## src/rtl/lc3b_types_pkg.sv

```systemverilog
// Shared LC-3b types: opcodes, ALU operations, mux-select encodings,
// control-word layout and the control FSM state enum.
// Optional feature macro: LC3B_CTRL_INDIRECT_EN adds the LDI/STI states
// and the MDR input on the ALU operand mux.
package lc3b_types;

  // Instruction opcode, IR[15:12]
  typedef enum logic [3:0] {
    op_br   = 4'b0000,
    op_add  = 4'b0001,
    op_ldb  = 4'b0010,
    op_stb  = 4'b0011,
    op_jsr  = 4'b0100,
    op_and  = 4'b0101,
    op_ldr  = 4'b0110,
    op_str  = 4'b0111,
    op_rti  = 4'b1000,
    op_not  = 4'b1001,
    op_ldi  = 4'b1010,
    op_sti  = 4'b1011,
    op_jmp  = 4'b1100,
    op_shf  = 4'b1101,
    op_lea  = 4'b1110,
    op_trap = 4'b1111
  } lc3b_opcode;

  typedef enum logic [3:0] {
    alu_add  = 4'd0,
    alu_and  = 4'd1,
    alu_not  = 4'd2,
    alu_pass = 4'd3,
    alu_sll  = 4'd4,
    alu_srl  = 4'd5,
    alu_sra  = 4'd6
  } lc3b_aluop;

  typedef logic [1:0] lc3b_sel4mux;
  typedef logic [1:0] lc3b_mem_wmask;

  // PC input mux
  localparam lc3b_sel4mux pcmux_plus2 = 2'b00;  // PC + 2
  localparam lc3b_sel4mux pcmux_br    = 2'b01;  // PC + (offset9 << 1)
  localparam lc3b_sel4mux pcmux_baser = 2'b10;  // BaseR (JMP)

  // Register-file write-data mux
  localparam lc3b_sel4mux regfilemux_alu   = 2'b00;
  localparam lc3b_sel4mux regfilemux_mdr   = 2'b01;
  localparam lc3b_sel4mux regfilemux_pcoff = 2'b10;  // PC + (offset9 << 1), LEA

  // ALU B-operand mux
  localparam lc3b_sel4mux alumux_sr2  = 2'b00;
  localparam lc3b_sel4mux alumux_imm5 = 2'b01;
  localparam lc3b_sel4mux alumux_off6 = 2'b10;  // offset6 << 1
`ifdef LC3B_CTRL_INDIRECT_EN
  localparam lc3b_sel4mux alumux_mdr  = 2'b11;  // pointer value for MAR <- MDR
`endif

  // 2:1 mux selects
  localparam logic marmux_pc    = 1'b0;
  localparam logic marmux_alu   = 1'b1;
  localparam logic mdrmux_alu   = 1'b0;
  localparam logic mdrmux_mem   = 1'b1;
  localparam logic storemux_sr1 = 1'b0;
  localparam logic storemux_dr  = 1'b1;

  // Complete control word driven by the FSM
  typedef struct packed {
    logic          load_pc;
    logic          load_ir;
    logic          load_regfile;
    logic          load_mar;
    logic          load_mdr;
    logic          load_cc;
    lc3b_sel4mux   pcmux_sel;
    lc3b_sel4mux   regfilemux_sel;
    lc3b_sel4mux   alumux_sel;
    logic          marmux_sel;
    logic          mdrmux_sel;
    logic          storemux_sel;
    lc3b_aluop     aluop;
    logic          mem_read;
    logic          mem_write;
    lc3b_mem_wmask mem_byte_enable;
  } ctrl_t;

`ifdef LC3B_CTRL_INDIRECT_EN
  typedef enum logic [4:0] {
    FETCH1, FETCH2, FETCH3, DECODE,
    S_ADD, S_AND, S_NOT, S_BR, S_BR_TAKEN,
    S_CALC_ADDR, S_LDR1, S_LDR2, S_STR1, S_STR2,
    S_JMP, S_LEA,
    S_LDI1, S_LDI2, S_LDI3, S_LDI4,
    S_STI1, S_STI2, S_STI3, S_STI4
  } state_t;
`else
  typedef enum logic [3:0] {
    FETCH1, FETCH2, FETCH3, DECODE,
    S_ADD, S_AND, S_NOT, S_BR, S_BR_TAKEN,
    S_CALC_ADDR, S_LDR1, S_LDR2, S_STR1, S_STR2,
    S_JMP, S_LEA
  } state_t;
`endif

endpackage

```

## src/rtl/lc3b_control.sv

```systemverilog
// LC-3b multicycle control unit: Moore FSM sequencing fetch, decode and
// execute of ADD/AND/NOT/BR/LDR/STR/JMP/LEA. Outputs decode from the
// current state only, forced to zero while reset_n is low.
// Optional feature macro: LC3B_CTRL_INDIRECT_EN adds LDI/STI sequencing;
// without it those opcodes decode as NOP.
module lc3b_control
  import lc3b_types::*;
(
  input  logic          clk,
  input  logic          reset_n,
  input  lc3b_opcode    opcode,
  input  logic          ir_imm,
  input  logic          branch_enable,
  input  logic          mem_resp,
  output logic          load_pc,
  output logic          load_ir,
  output logic          load_regfile,
  output logic          load_mar,
  output logic          load_mdr,
  output logic          load_cc,
  output lc3b_sel4mux   pcmux_sel,
  output lc3b_sel4mux   regfilemux_sel,
  output lc3b_sel4mux   alumux_sel,
  output logic          marmux_sel,
  output logic          mdrmux_sel,
  output logic          storemux_sel,
  output lc3b_aluop     aluop,
  output logic          mem_read,
  output logic          mem_write,
  output lc3b_mem_wmask mem_byte_enable
);

  state_t state;
  state_t next_state;
  ctrl_t  ctrl;

  // State register with synchronous reset to FETCH1
  always_ff @(posedge clk) begin
    // NOTE: non-blocking assignment so every flop samples pre-edge values.
    if (!reset_n) state <= FETCH1;
    else          state <= next_state;
  end

  // Next-state logic; memory-wait states hold until mem_resp
  always_comb begin
    // NOTE: default assignment first so no path leaves next_state unassigned (no latch).
    next_state = state;
    case (state)
      FETCH1: next_state = FETCH2;
      FETCH2: if (mem_resp) next_state = FETCH3;
      FETCH3: next_state = DECODE;
      DECODE: begin
        case (opcode)
          op_add:         next_state = S_ADD;
          op_and:         next_state = S_AND;
          op_not:         next_state = S_NOT;
          op_br:          next_state = S_BR;
          op_ldr, op_str: next_state = S_CALC_ADDR;
`ifdef LC3B_CTRL_INDIRECT_EN
          op_ldi, op_sti: next_state = S_CALC_ADDR;
`endif
          op_jmp:         next_state = S_JMP;
          op_lea:         next_state = S_LEA;
          default:        next_state = FETCH1;
        endcase
      end
      S_BR: next_state = branch_enable ? S_BR_TAKEN : FETCH1;
      S_CALC_ADDR: begin
        case (opcode)
          op_ldr:  next_state = S_LDR1;
          op_str:  next_state = S_STR1;
`ifdef LC3B_CTRL_INDIRECT_EN
          op_ldi:  next_state = S_LDI1;
          op_sti:  next_state = S_STI1;
`endif
          default: next_state = FETCH1;
        endcase
      end
      S_LDR1: if (mem_resp) next_state = S_LDR2;
      S_STR1: next_state = S_STR2;
      S_STR2: if (mem_resp) next_state = FETCH1;
`ifdef LC3B_CTRL_INDIRECT_EN
      S_LDI1: if (mem_resp) next_state = S_LDI2;
      S_LDI2: next_state = S_LDI3;
      S_LDI3: if (mem_resp) next_state = S_LDI4;
      S_STI1: if (mem_resp) next_state = S_STI2;
      S_STI2: next_state = S_STI3;
      S_STI3: next_state = S_STI4;
      S_STI4: if (mem_resp) next_state = FETCH1;
`endif
      default: next_state = FETCH1;
    endcase
  end

  // Output decode from current state; everything idles to zero in reset
  always_comb begin
    ctrl = '0;
    ctrl.mem_byte_enable = 2'b11;
    case (state)
      FETCH1: begin
        ctrl.load_mar   = 1'b1;
        ctrl.marmux_sel = marmux_pc;
        ctrl.load_pc    = 1'b1;
        ctrl.pcmux_sel  = pcmux_plus2;
      end
      FETCH2: begin
        ctrl.mem_read   = 1'b1;
        ctrl.load_mdr   = 1'b1;
        ctrl.mdrmux_sel = mdrmux_mem;
      end
      FETCH3: ctrl.load_ir = 1'b1;
      S_ADD, S_AND: begin
        ctrl.aluop          = (state == S_ADD) ? alu_add : alu_and;
        ctrl.alumux_sel     = ir_imm ? alumux_imm5 : alumux_sr2;
        ctrl.regfilemux_sel = regfilemux_alu;
        ctrl.load_regfile   = 1'b1;
        ctrl.load_cc        = 1'b1;
      end
      S_NOT: begin
        ctrl.aluop        = alu_not;
        ctrl.load_regfile = 1'b1;
        ctrl.load_cc      = 1'b1;
      end
      S_BR_TAKEN: begin
        ctrl.pcmux_sel = pcmux_br;
        ctrl.load_pc   = 1'b1;
      end
      S_CALC_ADDR: begin
        ctrl.alumux_sel = alumux_off6;
        ctrl.aluop      = alu_add;
        ctrl.load_mar   = 1'b1;
        ctrl.marmux_sel = marmux_alu;
      end
      S_LDR1: begin
        ctrl.mem_read   = 1'b1;
        ctrl.load_mdr   = 1'b1;
        ctrl.mdrmux_sel = mdrmux_mem;
      end
      S_LDR2: begin
        ctrl.regfilemux_sel = regfilemux_mdr;
        ctrl.load_regfile   = 1'b1;
        ctrl.load_cc        = 1'b1;
      end
      S_STR1: begin
        ctrl.storemux_sel = storemux_dr;
        ctrl.aluop        = alu_pass;
        ctrl.load_mdr     = 1'b1;
        ctrl.mdrmux_sel   = mdrmux_alu;
      end
      S_STR2: ctrl.mem_write = 1'b1;
      S_JMP: begin
        ctrl.pcmux_sel = pcmux_baser;
        ctrl.load_pc   = 1'b1;
      end
      S_LEA: begin
        ctrl.regfilemux_sel = regfilemux_pcoff;
        ctrl.load_regfile   = 1'b1;
        ctrl.load_cc        = 1'b1;
      end
`ifdef LC3B_CTRL_INDIRECT_EN
      S_LDI1, S_LDI3, S_STI1: begin
        ctrl.mem_read   = 1'b1;
        ctrl.load_mdr   = 1'b1;
        ctrl.mdrmux_sel = mdrmux_mem;
      end
      S_LDI2, S_STI2: begin
        ctrl.alumux_sel = alumux_mdr;
        ctrl.aluop      = alu_pass;
        ctrl.load_mar   = 1'b1;
        ctrl.marmux_sel = marmux_alu;
      end
      S_LDI4: begin
        ctrl.regfilemux_sel = regfilemux_mdr;
        ctrl.load_regfile   = 1'b1;
        ctrl.load_cc        = 1'b1;
      end
      S_STI3: begin
        ctrl.storemux_sel = storemux_dr;
        ctrl.aluop        = alu_pass;
        ctrl.load_mdr     = 1'b1;
        ctrl.mdrmux_sel   = mdrmux_alu;
      end
      S_STI4: ctrl.mem_write = 1'b1;
`endif
      default: ;
    endcase
    // Reset must silence strobes immediately, even mid-access
    if (!reset_n) ctrl = '0;
  end

  assign load_pc         = ctrl.load_pc;
  assign load_ir         = ctrl.load_ir;
  assign load_regfile    = ctrl.load_regfile;
  assign load_mar        = ctrl.load_mar;
  assign load_mdr        = ctrl.load_mdr;
  assign load_cc         = ctrl.load_cc;
  assign pcmux_sel       = ctrl.pcmux_sel;
  assign regfilemux_sel  = ctrl.regfilemux_sel;
  assign alumux_sel      = ctrl.alumux_sel;
  assign marmux_sel      = ctrl.marmux_sel;
  assign mdrmux_sel      = ctrl.mdrmux_sel;
  assign storemux_sel    = ctrl.storemux_sel;
  assign aluop           = ctrl.aluop;
  assign mem_read        = ctrl.mem_read;
  assign mem_write       = ctrl.mem_write;
  assign mem_byte_enable = ctrl.mem_byte_enable;

endmodule

```

## config.mk

```make
export PLATFORM = sky130hd
export DESIGN_NAME = lc3b_control
export DESIGN_NICKNAME = d
export VERILOG_FILES = /design/src/rtl/lc3b_types_pkg.sv /design/src/rtl/lc3b_control.sv
export SDC_FILE = /design/constraint.sdc
export NUM_CORES = 1
export LEC_CHECK = 0
export CELL_PAD_IN_SITES_DETAIL_PLACEMENT = 0
export CELL_PAD_IN_SITES_GLOBAL_PLACEMENT = 1
export CORE_AREA = 3 3 54 56
export DETAILED_ROUTE_END_ITERATION = 16
export DIE_AREA = 0 0 57 59
export PLACE_DENSITY = 0.85
export SYNTH_ARGS = -nofsm -noshare
export SYNTH_HDL_FRONTEND = slang
export SYNTH_SLANG_ARGS = --single-unit
```

## constraint.sdc

```tcl
create_clock -name clk -period 2.99 [get_ports clk]
set_clock_uncertainty 0.2 [all_clocks]
set_input_delay 0.897 -clock clk [delete_from_list [all_inputs] [get_ports clk]]
set_output_delay 0.897 -clock clk [all_outputs]
set_load 0.01 [all_outputs]
```

==> flow_summary.toml, run 1 <==
[status]
status = "completed"

[synthesis]
synth.distinct_cells = 44
yosysWarnings = 0
synth_cells = 103
yosys-top-cells-count = "12 x nor2_1, 10 x nand2_1, 9 x buf_4"
synth_top_area_share_pct = 11.4
synthTopCellsByArea = "dfxtp_1 11%, buf_4 9.6%, nor2_1 6.4%"
synth.most_common_cell = "nor2_1"
synth_edf_count = 0
synth.cell_area_sq_um = 703
synth-seq-area-share_pct = 11.4
synth_ff_type = "dfxtp_1"
ys_ff_latch = 4
synth_top_cell_by_area = "dfxtp_1"
synthArstFlopShare_pct = 0
synth.avg_cell_area_sq_um = 6.83

[die]
die-area_sq_um = 3360
rows = 18
die_h_microns = 59
dieWidth_microns = 57
design.core.area_sq_um = 2480
start_util_pct = 28.4
io_pins = 32

[finish]
reg_top3 = "state (4)"
regMostFlops = "state"
antenna_cells = 0
syn_to_final_growth_pct = 42.9
nNetsFinal = 141
drive_gt1_share_pct = 21.5
largest_reg_flops = 4
fin_area_sq_um = 1000

[route]
postRouteAntennaNets = 0
routed_wl_microns = 2040
wl_per_cell_microns = 12.8
drt_first_iter_violations = 29
drtPass1Iterations = 4
viasPerCell = 5.29
drcViolationCount = 0
num_vias = 847

[sta]
min_period_ps = 2960
setup_viol = 0
setup_tns_ps = 0
drv_slew = 0
rsz0062_at_grt = "yes"
fmax_mhz = 338
min_period_over_period_pct = 99.1
hold_viol_final = 0

[setup_path]
crit_required_ps = 1890
cp-end-kind = "output pin"
cp_max_fo = 5
path_class = "in -> out"
worst_setup_path_start_kind = "input port"
crit_arrival_ps = 1870

[place]
portBuffers = 29
place_area_sq_um = 986
gp_congestion = 0.841
hpwl_microns = 1640

[worst_hold_path]
hp-class = "reg -> reg"

[clocking]
htreeDepth = 1
cts.sinks = 4
cts_tree = "yes"
cts_buffers = 3
clock_latency_ps = 230
cts_buffer_depth = 2
cts_hold_buf = 0
cts.clk_slew.worst_paths_ps = 40
cts_root_buf = "clkbuf_4"
post-cts-setup-buffers = 0

[power_and_ir_drop]
power.leakage_nw = 0.429
power.density_nw_per_um2 = 286
switchingPower_mw = 0.114
pwr-share-seq_pct = 24.5
combPwrFrac_pct = 53.0
switching_share_pct = 39.6
intPower_mw = 0.174
total_power_mw = 0.288
ir_drop_uv = 187
clkPwrFrac_pct = 22.5

[grt]
grt_pass1_wl_microns = 3510
grt_max_degree = 15
grt_pass1_vias = 780
antenna_found_initial = 0
grt_usage_pct = 12.8
gr-total-overflow = 0

[flow_run]
drv_cap = 0
cell type report:
cell class / count / area, sq um
Tap cell: 30 / 37.5
Sequential cell: 4 / 80.1
Inverter: 4 / 15.0
Fill cell: 289 / 1470
Timing Repair Buffer: 38 / 324
Clock buffer: 3 / 22.5
Multi-Input combinational cell: 81 / 526
metal layers:
| layer | GRT usage, % | vias up | share of wire [%] |
|---|---|---|---|
| met5 | 0 | - | 0 |
| met4 | 4.64 | 0 | 0 |
| met3 | 1.74 | 0 | 8.1 |
| met2 | 21.2 | 37 | 51 |
| met1 | 17.0 | 389 | 41 |
| li1 | - | 421 | - |
per-stage QoR:
stage                     util (%)  instances  worst slack [ps]  hold WS (ps)
after floorplan                  -        104               331           440
final                         40.6        160              27.1           563
after global placement        39.8        157              -582           558
after CTS                     40.8        160              4.05           562
after detailed placement      39.8        157              -654           547
after global routing          40.6        160             -20.5           610
power groups by stage:
stage          clock network [mW]  logic [mW]  registers (mW)
2_1_floorplan                   0       0.114          0.0618
5_1_grt                    0.0736       0.167          0.0727
6_report                   0.0648       0.152          0.0704
3_3_place_gp                    0       0.153          0.0710
3_5_place_dp                    0       0.154          0.0709
4_1_cts                    0.0680       0.150          0.0705
timing repair:
item                       4_1_cts  5_1_grt
cloned                           0        0
gates resized for setup         29        7
pin swaps                        0        0
setup endpoints to repair       21        5
cell usage in the layout, fill, tap and decap left out, types with 2 or more instances in the layout:
| cell type | n |
|---|---|
| a31oi_1 | 2 |
| clkbuf_2 | 2 |
| o32ai_1 | 3 |
| a21oi_1 | 5 |
| conb_1 | 2 |
| dfxtp_1 | 4 |
| buf_4 | 9 |
| clkbuf_4 | 3 |
| nor2_2 | 2 |
| nor2_1 | 10 |
| dlygate4sd2_1 | 16 |
| inv_1 | 4 |
| nor2b_1 | 5 |
| nand3_1 | 4 |
| nor3_1 | 2 |
| nand2_1 | 9 |
| clkdlybuf4s50_1 | 9 |
| nand2b_1 | 4 |
| o21ai_0 | 3 |
| nor3_2 | 3 |
kinds of logic after synthesis:
group                  after synthesis  synth area share, %
flip-flops                           4                 11.4
multiplexers                         1                 1.42
AO/OA/AOI/OAI                       27                 28.7
AND/OR/NAND/NOR                     50                 38.1
buffers and inverters               19                 18.7
other                                1                0.533
XOR/XNOR                             1                 1.25
worst max-delay path, stage by stage:
cell	delay [ps]
clkdlybuf4s15_2	210
nand2_1	160
nor4b_2	300
dlygate4sd2_1	300
path summary, 6_finish.rpt:
path / from / end / slack, ps / cells past startpoint
setup / recovery: reset_n / alumux_sel[0] / 30 / 4
setup reg to reg: state[2] / state[3] / 1160 / 5
hold / removal: state[1] / state[2] / 560 / 3
hold reg to reg: state[1] / state[2] / 560 / 3
Power figures use the tool's default switching activity.
==> inputs of run 2 (changes only) <==
CAP_MARGIN = 40   (was not set)
==> results of run 2 <==
The final DEF is identical to that of run 1; final timing and power are the same.
